--- config.mk ---
export PLATFORM = sky130hd
export DESIGN_NAME = cpu_v9_flat
export DESIGN_NICKNAME = d
export VERILOG_FILES = /design/src/rtl/cpu_v9_pkg.sv /design/src/rtl/cpu_v9_if.sv /design/src/rtl/cpu_v9_alu.sv /design/src/rtl/cpu_v9.sv /design/src/flat_wrapper.sv
export SDC_FILE = /design/constraint.sdc
export NUM_CORES = 1
export LEC_CHECK = 0
export BUFFER_PORTS_ARGS = -buffer_cell sky130_fd_sc_hd__buf_2
export CAP_MARGIN = 20
export CORE_UTILIZATION = 47
export DETAILED_ROUTE_END_ITERATION = 10
export GPL_TIMING_DRIVEN = 0
export PLACE_DENSITY = 0.72
export SYNTH_ARGS = -nofsm -noshare
export SYNTH_HDL_FRONTEND = slang
export SYNTH_SLANG_ARGS = --single-unit
export TNS_END_PERCENT = 50
--- constraint.sdc ---
create_clock -name clk -period 6.1 [get_ports clk]
set_input_delay 0.305 -clock clk [delete_from_list [all_inputs] [get_ports clk]]
set_output_delay 0.305 -clock clk [all_outputs]
set_load 0.05 [all_outputs]
--- src/rtl/cpu_v9_pkg.sv ---
// Shared types for the cpu_v9 core: opcode and FSM state enums plus
// instruction-field position helpers derived from the core parameters.
package cpu_v9_pkg;

    localparam int OPCODE_WIDTH = 4;

    typedef enum logic [3:0] {
        OP_NOP  = 4'h0,
        OP_LDI  = 4'h1,
        OP_MOV  = 4'h2,
        OP_ADD  = 4'h3,
        OP_SUB  = 4'h4,
        OP_AND  = 4'h5,
        OP_OR   = 4'h6,
        OP_XOR  = 4'h7,
        OP_SHL  = 4'h8,
        OP_IN   = 4'h9,
        OP_OUT  = 4'hA,
        OP_JMP  = 4'hB,
        OP_JZ   = 4'hC,
        OP_JC   = 4'hD,
        OP_NOP2 = 4'hE,
        OP_HALT = 4'hF
    } opcode_e;

    typedef enum logic [1:0] {
        ST_FETCH    = 2'd0,
        ST_EXEC     = 2'd1,
        ST_OUT_WAIT = 2'd2,
        ST_HALT     = 2'd3
    } state_e;

    // Register fields are packed directly below the opcode, rd first.
    function automatic int opcode_msb(input int iw);
        return iw - 1;
    endfunction

    function automatic int rd_msb(input int iw);
        return iw - OPCODE_WIDTH - 1;
    endfunction

    function automatic int ra_msb(input int iw, input int rw);
        return rd_msb(iw) - rw;
    endfunction

    function automatic int rb_msb(input int iw, input int rw);
        return ra_msb(iw, rw) - rw;
    endfunction

    function automatic logic updates_flags(input opcode_e op);
        return (op inside {OP_ADD, OP_SUB, OP_AND, OP_OR, OP_XOR, OP_SHL});
    endfunction

endpackage

--- src/rtl/cpu_v9_if.sv ---
// Board-side bus of the cpu_v9 core: program ROM port, input and output
// valid/ready ports and the halted status flag.
interface cpu_v9_if #(
    parameter int INSTR_WIDTH      = 16,
    parameter int INSTR_ADDR_WIDTH = 6,
    parameter int BUS_WIDTH        = 8
) ();

    logic [INSTR_ADDR_WIDTH-1:0] imem_addr;
    logic [INSTR_WIDTH-1:0]      imem_data;
    logic [BUS_WIDTH-1:0]        in_data;
    logic                        in_valid;
    logic                        in_ready;
    logic [BUS_WIDTH-1:0]        out_data;
    logic                        out_valid;
    logic                        out_ready;
    logic                        halted;

    modport master (
        output imem_addr,
        input  imem_data,
        input  in_data,
        input  in_valid,
        output in_ready,
        output out_data,
        output out_valid,
        input  out_ready,
        output halted
    );

    modport slave (
        input  imem_addr,
        output imem_data,
        output in_data,
        output in_valid,
        input  in_ready,
        input  out_data,
        input  out_valid,
        output out_ready,
        input  halted
    );

endinterface

--- src/rtl/cpu_v9_alu.sv ---
// Combinational ALU for cpu_v9: computes result and Z/C for ADD..SHL.
// Other opcodes yield zero; the core ignores the outputs for them.
module cpu_v9_alu
    import cpu_v9_pkg::*;
#(
    parameter int BUS_WIDTH = 8
) (
    input  logic [BUS_WIDTH-1:0] a_i,
    input  logic [BUS_WIDTH-1:0] b_i,
    input  opcode_e              op_i,
    output logic [BUS_WIDTH-1:0] result_o,
    output logic                 z_o,
    output logic                 c_o
);

    // One extra bit holds carry, borrow or the bit shifted out of SHL.
    logic [BUS_WIDTH:0] wide_s;

    // Operation select on a widened datapath.
    always_comb begin
        wide_s = '0;
        case (op_i)
            OP_ADD:  wide_s = {1'b0, a_i} + {1'b0, b_i};
            OP_SUB:  wide_s = {1'b0, a_i} - {1'b0, b_i};
            OP_AND:  wide_s = {1'b0, a_i & b_i};
            OP_OR:   wide_s = {1'b0, a_i | b_i};
            OP_XOR:  wide_s = {1'b0, a_i ^ b_i};
            OP_SHL:  wide_s = {a_i, 1'b0};
            default: wide_s = '0;
        endcase
    end

    assign result_o = wide_s[BUS_WIDTH-1:0];
    assign c_o      = wide_s[BUS_WIDTH];
    assign z_o      = (wide_s[BUS_WIDTH-1:0] == '0);

endmodule

--- src/rtl/cpu_v9.sv ---
// cpu_v9 multi-cycle core: FETCH/EXEC/OUT_WAIT/HALT with register file and Z/C flags.
// Optional CPU_BRANCH_EN macro enables JZ/JC; otherwise they act as NOP.
// INSTR_WIDTH must be >= 4+REG_ADDR_WIDTH+BUS_WIDTH and >= 4+3*REG_ADDR_WIDTH.
module cpu_v9
    import cpu_v9_pkg::*;
#(
    parameter int INSTR_WIDTH      = 16,
    parameter int INSTR_ADDR_WIDTH = 6,
    parameter int REG_ADDR_WIDTH   = 3,
    parameter int BUS_WIDTH        = 8
) (
    input  logic     clk,
    input  logic     n_reset,
    cpu_v9_if.master bus
);

    localparam int NUM_REGS = 2 ** REG_ADDR_WIDTH;
    localparam int OP_MSB   = opcode_msb(INSTR_WIDTH);
    localparam int RD_MSB   = rd_msb(INSTR_WIDTH);
    localparam int RA_MSB   = ra_msb(INSTR_WIDTH, REG_ADDR_WIDTH);
    localparam int RB_MSB   = rb_msb(INSTR_WIDTH, REG_ADDR_WIDTH);
    localparam logic [INSTR_ADDR_WIDTH-1:0] PC_ONE = {{(INSTR_ADDR_WIDTH-1){1'b0}}, 1'b1};

    state_e                      state_q, state_d;
    logic [INSTR_ADDR_WIDTH-1:0] pc_q, pc_d;
    logic [INSTR_WIDTH-1:0]      ir_q, ir_d;
    logic                        z_q, z_d;
    logic                        c_q, c_d;
    logic [BUS_WIDTH-1:0]        out_data_q, out_data_d;
    logic                        out_valid_q, out_valid_d;
    logic                        in_ready_q, in_ready_d;
    logic                        halted_q, halted_d;
    logic [BUS_WIDTH-1:0]        regs_q [NUM_REGS];

    opcode_e                     op_s;
    logic [REG_ADDR_WIDTH-1:0]   rd_idx_s;
    logic [REG_ADDR_WIDTH-1:0]   ra_idx_s;
    logic [REG_ADDR_WIDTH-1:0]   rb_idx_s;
    logic [BUS_WIDTH-1:0]        ra_val_s;
    logic [BUS_WIDTH-1:0]        rb_val_s;
    logic [BUS_WIDTH-1:0]        imm_s;
    logic [INSTR_ADDR_WIDTH-1:0] target_s;
    logic [INSTR_ADDR_WIDTH-1:0] pc_inc_s;
    logic [BUS_WIDTH-1:0]        alu_result_s;
    logic                        alu_z_s;
    logic                        alu_c_s;
    logic                        wr_en_s;
    logic [BUS_WIDTH-1:0]        wr_data_s;

    assign op_s     = opcode_e'(ir_q[OP_MSB -: OPCODE_WIDTH]);
    assign rd_idx_s = ir_q[RD_MSB -: REG_ADDR_WIDTH];
    assign ra_idx_s = ir_q[RA_MSB -: REG_ADDR_WIDTH];
    assign rb_idx_s = ir_q[RB_MSB -: REG_ADDR_WIDTH];
    assign imm_s    = ir_q[BUS_WIDTH-1:0];
    assign target_s = ir_q[INSTR_ADDR_WIDTH-1:0];
    assign pc_inc_s = pc_q + PC_ONE;
    assign ra_val_s = regs_q[ra_idx_s];
    assign rb_val_s = regs_q[rb_idx_s];

    cpu_v9_alu #(
        .BUS_WIDTH (BUS_WIDTH)
    ) u_alu (
        .a_i      (ra_val_s),
        .b_i      (rb_val_s),
        .op_i     (op_s),
        .result_o (alu_result_s),
        .z_o      (alu_z_s),
        .c_o      (alu_c_s)
    );

`ifndef CPU_BRANCH_EN
    // Flags are still maintained without conditional branches but never consumed.
    logic unused_flags_s;
    assign unused_flags_s = z_q ^ c_q;
`endif

    // Next-state, datapath and port control for every FSM state.
    always_comb begin
        state_d     = state_q;
        pc_d        = pc_q;
        ir_d        = ir_q;
        z_d         = z_q;
        c_d         = c_q;
        out_data_d  = out_data_q;
        out_valid_d = out_valid_q;
        in_ready_d  = in_ready_q;
        halted_d    = halted_q;
        wr_en_s     = 1'b0;
        wr_data_s   = '0;
        case (state_q)
            ST_FETCH: begin
                ir_d       = bus.imem_data;
                in_ready_d = (opcode_e'(bus.imem_data[OP_MSB -: OPCODE_WIDTH]) == OP_IN);
                state_d    = ST_EXEC;
            end
            ST_EXEC: begin
                pc_d    = pc_inc_s;
                state_d = ST_FETCH;
                case (op_s)
                    OP_LDI: begin
                        wr_en_s   = 1'b1;
                        wr_data_s = imm_s;
                    end
                    OP_MOV: begin
                        wr_en_s   = 1'b1;
                        wr_data_s = ra_val_s;
                    end
                    OP_ADD, OP_SUB, OP_AND, OP_OR, OP_XOR, OP_SHL: begin
                        wr_en_s   = 1'b1;
                        wr_data_s = alu_result_s;
                        z_d       = alu_z_s;
                        c_d       = alu_c_s;
                    end
                    OP_IN: begin
                        if (bus.in_valid && in_ready_q) begin
                            wr_en_s    = 1'b1;
                            wr_data_s  = bus.in_data;
                            in_ready_d = 1'b0;
                        end else begin
                            pc_d    = pc_q;
                            state_d = ST_EXEC;
                        end
                    end
                    OP_OUT: begin
                        out_data_d  = ra_val_s;
                        out_valid_d = 1'b1;
                        state_d     = ST_OUT_WAIT;
                    end
                    OP_JMP: pc_d = target_s;
`ifdef CPU_BRANCH_EN
                    OP_JZ: begin
                        if (z_q) begin
                            pc_d = target_s;
                        end else begin
                            pc_d = pc_inc_s;
                        end
                    end
                    OP_JC: begin
                        if (c_q) begin
                            pc_d = target_s;
                        end else begin
                            pc_d = pc_inc_s;
                        end
                    end
`else
                    OP_JZ, OP_JC: pc_d = pc_inc_s;
`endif
                    OP_HALT: begin
                        pc_d     = pc_q;
                        halted_d = 1'b1;
                        state_d  = ST_HALT;
                    end
                    OP_NOP, OP_NOP2: pc_d = pc_inc_s;
                    default: pc_d = pc_inc_s;
                endcase
            end
            ST_OUT_WAIT: begin
                if (bus.out_ready) begin
                    out_valid_d = 1'b0;
                    state_d     = ST_FETCH;
                end else begin
                    out_valid_d = 1'b1;
                end
            end
            ST_HALT: begin
                halted_d = 1'b1;
            end
            default: state_d = ST_FETCH;
        endcase
    end

    // Control and port registers.
    always_ff @(posedge clk or negedge n_reset) begin
        if (!n_reset) begin
            state_q     <= ST_FETCH;
            pc_q        <= '0;
            ir_q        <= '0;
            z_q         <= 1'b0;
            c_q         <= 1'b0;
            out_data_q  <= '0;
            out_valid_q <= 1'b0;
            in_ready_q  <= 1'b0;
            halted_q    <= 1'b0;
        end else begin
            state_q     <= state_d;
            pc_q        <= pc_d;
            ir_q        <= ir_d;
            z_q         <= z_d;
            c_q         <= c_d;
            out_data_q  <= out_data_d;
            out_valid_q <= out_valid_d;
            in_ready_q  <= in_ready_d;
            halted_q    <= halted_d;
        end
    end

    // Register file; operands were read combinationally before this write lands.
    always_ff @(posedge clk or negedge n_reset) begin
        if (!n_reset) begin
            for (int i = 0; i < NUM_REGS; i++) begin
                regs_q[i] <= '0;
            end
        end else if (wr_en_s) begin
            regs_q[rd_idx_s] <= wr_data_s;
        end
    end

    assign bus.imem_addr = pc_q;
    assign bus.in_ready  = in_ready_q;
    assign bus.out_data  = out_data_q;
    assign bus.out_valid = out_valid_q;
    assign bus.halted    = halted_q;

endmodule

--- src/flat_wrapper.sv ---
// flat-port wrapper written by rule: the top's interface ports become plain ports
module cpu_v9_flat import cpu_v9_pkg::*;
#(
    parameter int INSTR_WIDTH      = 16,
    parameter int INSTR_ADDR_WIDTH = 6,
    parameter int REG_ADDR_WIDTH   = 3,
    parameter int BUS_WIDTH        = 8
)
  (clk, n_reset, bus_imem_addr, bus_imem_data, bus_in_data, bus_in_valid, bus_in_ready, bus_out_data, bus_out_valid, bus_out_ready, bus_halted);
  cpu_v9_if #(.INSTR_WIDTH(INSTR_WIDTH), .INSTR_ADDR_WIDTH(INSTR_ADDR_WIDTH), .BUS_WIDTH(BUS_WIDTH)) bus_i ();
  input  logic clk;
  input  logic n_reset;
  output wire logic [$bits(bus_i.imem_addr)-1:0] bus_imem_addr;
  input wire logic [$bits(bus_i.imem_data)-1:0] bus_imem_data;
  input wire logic [$bits(bus_i.in_data)-1:0] bus_in_data;
  input wire logic [$bits(bus_i.in_valid)-1:0] bus_in_valid;
  output wire logic [$bits(bus_i.in_ready)-1:0] bus_in_ready;
  output wire logic [$bits(bus_i.out_data)-1:0] bus_out_data;
  output wire logic [$bits(bus_i.out_valid)-1:0] bus_out_valid;
  input wire logic [$bits(bus_i.out_ready)-1:0] bus_out_ready;
  output wire logic [$bits(bus_i.halted)-1:0] bus_halted;
  assign bus_imem_addr = bus_i.imem_addr;
  assign bus_i.imem_data = bus_imem_data;
  assign bus_i.in_data = bus_in_data;
  assign bus_i.in_valid = bus_in_valid;
  assign bus_in_ready = bus_i.in_ready;
  assign bus_out_data = bus_i.out_data;
  assign bus_out_valid = bus_i.out_valid;
  assign bus_i.out_ready = bus_out_ready;
  assign bus_halted = bus_i.halted;
  cpu_v9 #(.INSTR_WIDTH(INSTR_WIDTH), .INSTR_ADDR_WIDTH(INSTR_ADDR_WIDTH), .REG_ADDR_WIDTH(REG_ADDR_WIDTH), .BUS_WIDTH(BUS_WIDTH)) u_core (.clk(clk), .n_reset(n_reset), .bus(bus_i));
endmodule
# Word-level counts from Yosys, hierarchy flattened

Index checks and enable logic that the tools add are counted.

Register bits after elaboration: 99
Output and inout bits: 17
Word-level logic and storage cells: 96

$add $sub $neg: 3
$lt $le $gt $ge: 4
Equal/unequal tests: 22
Muxes and demuxes: 30
Bitwise logic cells: 7
Reduce and logical (&&, ||, !) cells: 15

Operators with widths:

| operator            | number |
|---|---|
| $bwmux 64           | 1 |
| $mux 8              | 7 |
| $bmux 8 s3          | 2 |
| $pmux 8 s6          | 1 |
| $pmux 8 s4          | 1 |
| $demux 8 s3         | 1 |
| $eq 4x4->1 const B  | 6 |
| $pmux 6 s3          | 1 |
| $eq 4x3->1 const B  | 4 |
| $ge 4x4->1 const B  | 3 |
| $not 3->4           | 3 |
| $pmux 2 s3          | 2 |
| $add 8x8->8         | 1 |
| $and 8x8->8         | 1 |
| $eq 4x2->1 const B  | 2 |
| $mux 1              | 8 |
| $or 8x8->8          | 1 |
| $pmux 1 s2          | 4 |
| $reduce_and 2->1    | 4 |
| $reduce_or 8->1     | 1 |
| $sub 8x8->8         | 1 |
| $xor 8x8->8         | 1 |
| $add 6x1->6 const B | 1 |
| $mux 6              | 1 |
| 14 further kinds    | 23 |

# Logic depth before layout (Yosys ltp)

Gate-level depths: netlist of the first run.

Word-level depth: 9
Gate-level depth with buffers: 16
Depth with buffers taken out: 14

# By module

A second synthesis of the first run with hierarchy kept.

Cell total of the unflattened synthesis: 691
Area total of the unflattened synthesis: 6991.7 um^2

Modules (own cells, without submodules):

| module     | times used | cells each | area each (um^2) | seq. area each (um^2) |
|---|---|---|---|---|
| cpu_v9     | 1          | 530        | 5806.8           | 2477.4 |
| cpu_v9_alu | 1          | 161        | 1184.9           | 0.0 |

# Worst setup path after synthesis of the first run

Ideal clock, no wire load.

Path type: reg2reg
Start point: register u_core.ir_q[6]
End point: register u_core.regs_q[14] (netlist bit)
Library setup time: 0.149 ns
Arrival time: 3.395 ns
Data required time: 5.951 ns
Setup slack: 2.555 ns
Stages on the path, launching flop included: 15
Path buffers: 2
Clock period less this slack: 3.545 ns
Cell sequence: dfrtp_1 -> buf_2 -> buf_2 -> mux4_2 -> mux2_2 -> inv_2 -> ha_1 -> fa_1 -> nor2b_1 -> o21ai_1 -> a21oi_1 -> o21a_1 -> or3_1 -> a31oi_1 -> mux2i_1

Longest elaborated chain between the ends: 9
Elaborated cells on any way between the ends: 13

Ends and longest elaborated chain:

| what                                              | RTL line                           | text |
|---|---|---|
| from (decl)                                       | cpu_v9.sv:26                       | `logic [INSTR_WIDTH-1:0] ir_q, ir_d;` |
| from (signal assigned)                            | cpu_v9.sv:187                      | `ir_q <= ir_d;` |
| $not 3->4 (implied by the code) *                 | cpu_v9.sv:57                       | `assign ra_val_s = regs_q[ra_idx_s];` |
| $bmux 8 s3 *                                      | cpu_v9.sv:57                       |  |
| $mux 8 (implied by the code) * (2 in series)      | cpu_v9.sv:57                       |  |
| named net u_core.ra_val_s[0]                      | cpu_v9.sv:39                       | `logic [BUS_WIDTH-1:0] ra_val_s;` |
| $sub 8x8->8 / $add 8x8->8 (equally long branches) | cpu_v9_alu.sv:24, cpu_v9_alu.sv:23 |  |
| $pmux 8 s6 *                                      | cpu_v9_alu.sv:22                   | `case (op_i)` |
| $pmux 8 s4 *                                      | cpu_v9.sv:99                       | `case (op_s)` |
| $mux 8 *                                          | cpu_v9.sv:90                       | `case (state_q)` |
| $bwmux 64 *                                       | cpu_v9.sv:204                      | `regs_q[rd_idx_s] <= wr_data_s;` |
| to (signal, indexed assignment)                   | cpu_v9.sv:204                      |  |
| to (decl)                                         | cpu_v9.sv:33                       | `logic [BUS_WIDTH-1:0] regs_q [NUM_REGS];` |

The timed path passes the listed nets; every way through them passes the cells marked *. The select of a mux whose other input is x is not followed.
A chain may end at the register's enable or synchronous reset.

# Final worst setup path of the first run

Start point: register u_core.ir_q[7]
End point: register u_core.regs_q[46] (netlist bit)

The elaborated chain is that of the path after synthesis.

==> flow_metrics.tcl, run 1 <==
set metrics [dict create \
    postCtsSetupBuffers 0 \
    ctsHoldBuffers 1 \
    cp.arrival_ns 4.62 \
    grt_usage_pct 24.88 \
    async_reset_ff_share_pct 100.0 \
    insertion_delay_ns 0.36 \
    drt_iter0_drc 338 \
    crit_fanout 10 \
    synth.top_cell.area_share_pct 39.87 \
    dieHeight_um 117.0 \
    grt_pass1_vias 4842 \
    synth_top_cell_by_area "dfrtp_1" \
    placed_area_um2 6679 \
    p_sw_mw 1.845 \
    rrSetupSlack_ns 1.67 \
    detail-route-antenna-nets 0 \
    cts_sinks 99 \
    post-route-util_pct 54.85 \
    diodes 0 \
    syn-instance-count 538 \
    clock.fmax_mhz 225.7 \
    crit_required_ns 6.29 \
    cap_violations 0 \
    max_slew_margin_pct 28.76 \
    crit_path_start_kind "flip-flop" \
    overflow 0 \
    grt_max_degree 55 \
    rr_endpoint "u_core.regs_q[46]$_DFFE_PN0P_" \
    hp-start "bus_imem_data[0]" \
    cts_tree "built" \
    yosys_warnings 0 \
    ios 45 \
    p_leak_nw 3.172 \
    r2r_cells 14 \
    dr.pass1.iters 5 \
    finalSetupViolCount 0 \
    crit_type "flip-flop to flip-flop" \
    whs_path_depth 3 \
    hold_class "primary input to flip-flop" \
    pwr_density_cell_nw_per_um2 581.5 \
    final_cell_area_um2 7007 \
    fin_nets 649 \
    synth_flop_cell "dfrtp_1" \
    synth_edf_count 0 \
    drc 0 \
    cts.repair.resized 0 \
    wirelength_um 15710 \
    synth_seq_area_share_pct 39.87 \
    htree_num_levels 3 \
    intPower_mw 2.230 \
    root_buffer "clkbuf_16" \
    clock_skew_ns 0.009413 \
    pwr-share-clk_pct 15.1 \
    numPortBuffers 44 \
    numCtsBuffers 9 \
    ys_types 61 \
    drt-vias-per-instance 6.010 \
    clk_pin_slew_ns 0.07 \
    fp.dieW_um 117.0 \
    start_util_pct 48.64 \
    period_share_pct 72.64 \
    outcome "completed" \
    fillers 1086 \
    ys_ff_latch 99 \
    num_vias 4640 \
    swShare_pct 45.27 \
    rsz0062_at_grt "false" \
    dieArea_um2 13680 \
    antenna_found_initial 0 \
    final_hold_viol_count 0 \
    gp_congestion 0.8624 \
    area_growth_pct 12.77 \
    syn_nets 592 \
    synth_area_leaders "dfrtp_1 40%, mux2_2 10%, mux4_2 9.8%" \
    grt_pass1_wl_um 24940 \
    clock_path_buffers 2 \
    drive_gt1_share_pct 29.33 \
    p_comb_share_pct 59.1 \
    endpoint_kind "flip-flop" \
    fp.coreArea_um2 12770 \
    dp_hpwl_um 11430 \
    rows 41 \
    setup_tns_ns 0 \
    fin_crit_ns 4.431 \
    synth.avg_cell_area_um2 11.55 \
    r2r_start "u_core.ir_q[7]$_DFFE_PN0P_" \
    ir_drop_uv 195.8 \
    seqPwrFrac_pct 25.8 \
    holdPathEnd "u_core.ir_q[0]$_DFFE_PN0P_" \
    slew_viol_final 0 \
    wl_per_cell_um 20.35 \
    synth_area_um2 6213 \
    tightest_slew_ns 1.064 \
]
layer usage:
layer,vias up,global-route usage [%],routed length (µm)
met5,-,0,0
met4,0,11.48,444
met3,36,4.377,737
met2,149,42.60,7719
met1,2352,30.78,6810
li1,2103,-,-
final cells by class:
class                   instances  area [µm²]  share of cell area, %
clock buffers                  11       232.7                  3.321
clock inverters                 5       85.08                  1.214
repair buffers                 46       260.3                  3.714
inverters                      29       108.9                  1.554
plain buffers                  30       142.6                  2.036
multi-input cells             380        3485                  49.73
well taps                     172       215.2                  3.071
flip-flops and latches         99        2477                  35.36
through the flow:
| stage | hold WS, ns | total power, mW | cells | worst slack (ns) |
|---|---|---|---|---|
| floorplan | 0.009409 | 2.833 | 538 | 2.555 |
| global placement | 0.4392 | 3.303 | 754 | 1.851 |
| detailed placement | 0.3538 | 3.419 | 755 | 1.700 |
| CTS | 0.1505 | 4.052 | 772 | 1.677 |
| global route | 0.1648 | 4.322 | 772 | 1.518 |
| finish | 0.1586 | 4.074 | 772 | 1.669 |
synth_stat cells, drive strengths merged, types with 2 or more instances:
cell     n
o21a     3
ha      25
o31ai    4
a21oi   20
nor2    21
nand2   48
inv     28
a222oi   3
a221oi   4
a31o     2
mux2    70
nand2b   7
nand3   11
mux2i   18
o211ai   3
or3b     2
a22oi    7
a31oi    6
nor3     6
nor3b    2
and2     4
or3      4
o21ai   34
a21o     2
xnor2    9
nor2b    8
and3     2
clkbuf  19
o22ai    5
dfrtp   99
nand3b   4
buf     11
mux4    32
power by group through the flow:
stage | logic, mW | registers, mW | clock network (mW)
after floorplan | 1.70 | 1.14 | 0
after global placement | 2.26 | 1.04 | 0
after detailed placement | 2.36 | 1.06 | 0
after CTS | 2.38 | 1.05 | 0.625
after global routing | 2.60 | 1.08 | 0.648
final | 2.41 | 1.05 | 0.616
worst max path at each step:
stage                                    start  depth (start not counted)  slack [ns]                       endpoint
global placement    u_core.ir_q[7]$_DFFE_PN0P_                         14        1.85  u_core.regs_q[14]$_DFFE_PN0P_
finish              u_core.ir_q[7]$_DFFE_PN0P_                         14        1.67  u_core.regs_q[46]$_DFFE_PN0P_
CTS                 u_core.ir_q[7]$_DFFE_PN0P_                         14        1.68  u_core.regs_q[46]$_DFFE_PN0P_
detailed placement  u_core.ir_q[7]$_DFFE_PN0P_                         14        1.70  u_core.regs_q[46]$_DFFE_PN0P_
floorplan           u_core.ir_q[6]$_DFFE_PN0P_                         14        2.56  u_core.regs_q[14]$_DFFE_PN0P_
global route        u_core.ir_q[7]$_DFFE_PN0P_                         14        1.52  u_core.regs_q[46]$_DFFE_PN0P_
registers in the layout, indices dropped and copies added (netlist names):
name and cells:
u_core.regs_q 64, u_core.ir_q 16, u_core.bus.out_data 8, u_core.bus.imem_addr 6, u_core.state_q 2, u_core.bus.halted 1
u_core.bus.in_ready 1, u_core.bus.out_valid 1
logic make-up after synthesis:
logic type                 after synthesis  synth area share, %
DFF                                     99                39.87
xor gates and xnor gates                10                1.410
buffers and inverters                   59                4.048
AOI/OAI and AO/OA                      101                10.43
muxes                                  120                28.86
adders and majority gates               26                5.356
and+or+nand+nor                        123                10.03
placed cells by master, fill, tap and decap left out, types with 4 or more instances in the layout:
cell type  netlist  final
a21oi_1         20     20
a22oi_1          7      7
a31oi_1          6      6
and2_1           4      4
buf_2            6     49
clkbuf_1        19     21
clkbuf_16        0      9
dfrtp_1         99     99
ha_1            25     25
inv_1           20     20
inv_2            8      8
mux2_1          11     11
mux2_2          55     55
mux2_4           4      4
mux2i_1         11     11
mux2i_4          5      5
mux4_1           5      5
mux4_2          27     27
nand2_1         48     48
nand2b_1         7      7
nand3_1         11     11
nand3b_1         4      4
nor2_1          21     21
nor2b_1          8      8
nor3_1           4      4
o21ai_0         10     10
o21ai_1         24     24
o22ai_1          5      5
o31ai_1          4      4
or3_1            4      4
xnor2_1          9      9
worst max-delay path, cell delays in order, from the launching register on:
cell and delay (ns):
dfrtp_1 0.32, clkbuf_1 0.47, clkbuf_1 0.55, mux4_2 0.41, mux2_2 0.33, inv_2 0.10
ha_1 0.21, fa_1 0.22, nor2b_1 0.06, o21ai_1 0.17, a21oi_1 0.12, o21a_1 0.19
or3_1 0.30, a31oi_1 0.61, mux2i_1 0.19
(Power assumes the default switching activity.)
==> run 2, diff against run 1 <==
==> constraint.sdc (replaced) <==
create_clock -name clk -period 4.5 [get_ports clk]
set_input_delay 0.225 -clock clk [delete_from_list [all_inputs] [get_ports clk]]
set_output_delay 0.225 -clock clk [all_outputs]
set_load 0.05 [all_outputs]
==> flow_metrics.tcl, run 2 (synthesized netlist as in run 1, its figures left out) <==
set metrics [dict create \
    final_cell_area_um2 7013 \
    period_share_pct 96.31 \
    largest_register "u_core.regs_q" \
    grt_max_degree 55 \
    largest_register_ffs 64 \
    num_vias 4660 \
    clock.fmax_mhz 230.7 \
    drt_iter0_drc 361 \
    fillers 1083 \
    fin_crit_ns 4.334 \
    root_buffer "clkbuf_16" \
    seqPwrFrac_pct 25.7 \
    worstSetupStartpoint "u_core.ir_q[5]$_DFFE_PN0P_" \
    cap_violations 0 \
    hold_class "primary input to flip-flop" \
    swShare_pct 45.32 \
    slowest_delay_ns 0.51 \
    gp_congestion 0.8624 \
    power_mw 5.537 \
    cts_sinks 99 \
    crit_required_ns 4.74 \
    dp_hpwl_um 11430 \
    insertion_delay_ns 0.36 \
    area_growth_pct 12.87 \
    final_hold_viol_count 0 \
    tightest_slew_ns 1.069 \
    rsz0062_at_grt "false" \
    route.met3.wl_um 791 \
    drt-vias-per-instance 6.036 \
    outcome "completed" \
    clock_path_buffers 2 \
    rows 41 \
    crit_type "flip-flop to flip-flop" \
    crit_chain "buf_2, buf_2, mux4_2, mux2i_4, ha_1, nor2_1, a21oi_1, inv_1, ha_1, nor2b_1, o21ai_1, a21oi_1, or3_1, a31oi_1, nor2_1, mux2_2" \
    p_leak_nw 3.173 \
    pwr-share-clk_pct 15.0 \
    crit_path_start_kind "flip-flop" \
    dr_wl_met2_um 7717 \
    crit_family "compound AO/OA/AOI/OAI gates" \
    htree_num_levels 3 \
    drive_gt1_share_pct 29.50 \
    cts_tree "built" \
    highest_layer "met4" \
    hp-start "bus_imem_data[0]" \
    overflow 0 \
    layout_commonest_cell "dfrtp_1" \
    endpoint_kind "flip-flop" \
    cp.arrival_ns 4.58 \
    p_sw_mw 2.510 \
    drc 0 \
    r2r_start "u_core.ir_q[5]$_DFFE_PN0P_" \
    detail-route-antenna-nets 0 \
    antenna_found_initial 0 \
    fp.coreArea_um2 12770 \
    pwr_density_cell_nw_per_um2 789.6 \
    dr.pass1.iters 5 \
    wl_per_cell_um 20.37 \
    ir_drop_uv 266.0 \
    grt_pass1_wl_um 24940 \
    fin_nets 649 \
    ios 45 \
    clk_pin_slew_ns 0.07 \
    dieHeight_um 117.0 \
    crit_buf_inv 3 \
    pre_cts_slack_ns 0.09978 \
    fp.dieW_um 117.0 \
    wirelength_um 15720 \
    fin_ws_ns 0.1661 \
    max_slew_margin_pct 28.45 \
    crit_path_top_delay_cell "a31oi_1" \
    crit_fanout 10 \
    numPortBuffers 44 \
    intPower_mw 3.028 \
    grt_usage_pct 24.88 \
    diodes 0 \
    start_util_pct 48.64 \
    finalSetupViolCount 0 \
    slew_viol_final 0 \
    setup_tns_ns 0 \
    final_cell_mix "99 x dfrtp_1, 55 x mux2_2, 49 x buf_2" \
    placed_area_um2 6679 \
    wirelength_met1_um 6750 \
    grt_pass1_vias 4842 \
    numCtsBuffers 9 \
    clock_skew_ns 0.009500 \
    dieArea_um2 13680 \
    p_comb_share_pct 59.3 \
]
run 2: cell types whose count changed in the layout (fill, tap and decap cells not counted):
cell / previous run / this run
a31oi_1: 6 / 5
a31oi_2: 0 / 1
run 2: cell type report:
cell class	count	area [µm²]	area share, %
clock inverter	5	85.08	1.213
multi-input combinational	380	3491	49.78
sequential	99	2477	35.33
inverter	29	108.9	1.552
clock buffer	11	232.7	3.318
timing repair buffer	46	260.3	3.711
tap	172	215.2	3.069
buffer	30	142.6	2.034
run 2: repair_timing:
action | CTS | global route
endpoints found under the setup margin | 0 | 8
resized for setup | 0 | 1
hold endpoints to repair | 45 | 0
setup buffers | 0 | 0
hold buffers | 1 | 0
run 2: worst min-delay path, cell delays in order:
cell and delay, ns:
buf_2 0.08, nand2_1 0.04, o21ai_1 0.06
run 2: metrics by stage:
stage	hold WS [ns]	utilization, %	cells
3_5_place_dp	0.2738	52.29	755
3_3_place_gp	0.4392	52.05	754
2_1_floorplan	-0.07059	-	538
6_report	0.07726	54.90	772
4_1_cts	0.07054	54.85	772
5_1_grt	0.08480	54.90	772
run 2: worst paths after layout:
check                                                 endpoint  slack [ns]  cells past startpoint
hold reg to reg                  u_core.bus.halted$_DFFE_PN0P_        0.46                      1
setup / recovery                 u_core.regs_q[61]$_DFFE_PN0P_        0.17                     16
min in group asynchronous  u_core.bus.imem_addr[1]$_DFFE_PN0P_        0.42                      2
hold / removal                      u_core.ir_q[0]$_DFFE_PN0P_        0.08                      3
setup reg to reg                 u_core.regs_q[61]$_DFFE_PN0P_        0.17                     16
max in group asynchronous        u_core.regs_q[18]$_DFFE_PN0P_        3.40                      3
run 2: power by group through the flow:
stage / registers, mW / logic, mW / clock network (mW)
5_1_grt: 1.46 / 3.54 / 0.879
4_1_cts: 1.42 / 3.23 / 0.848
6_report: 1.42 / 3.28 / 0.833
2_1_floorplan: 1.54 / 2.30 / 0
3_5_place_dp: 1.43 / 3.20 / 0
3_3_place_gp: 1.41 / 3.07 / 0
run 2: layer usage:
layer  vias up  track usage [%]
met3        41            4.377
met2       161            42.60
met4         0            11.48
met5         -                0
li1       2105                -
met1      2353            30.78
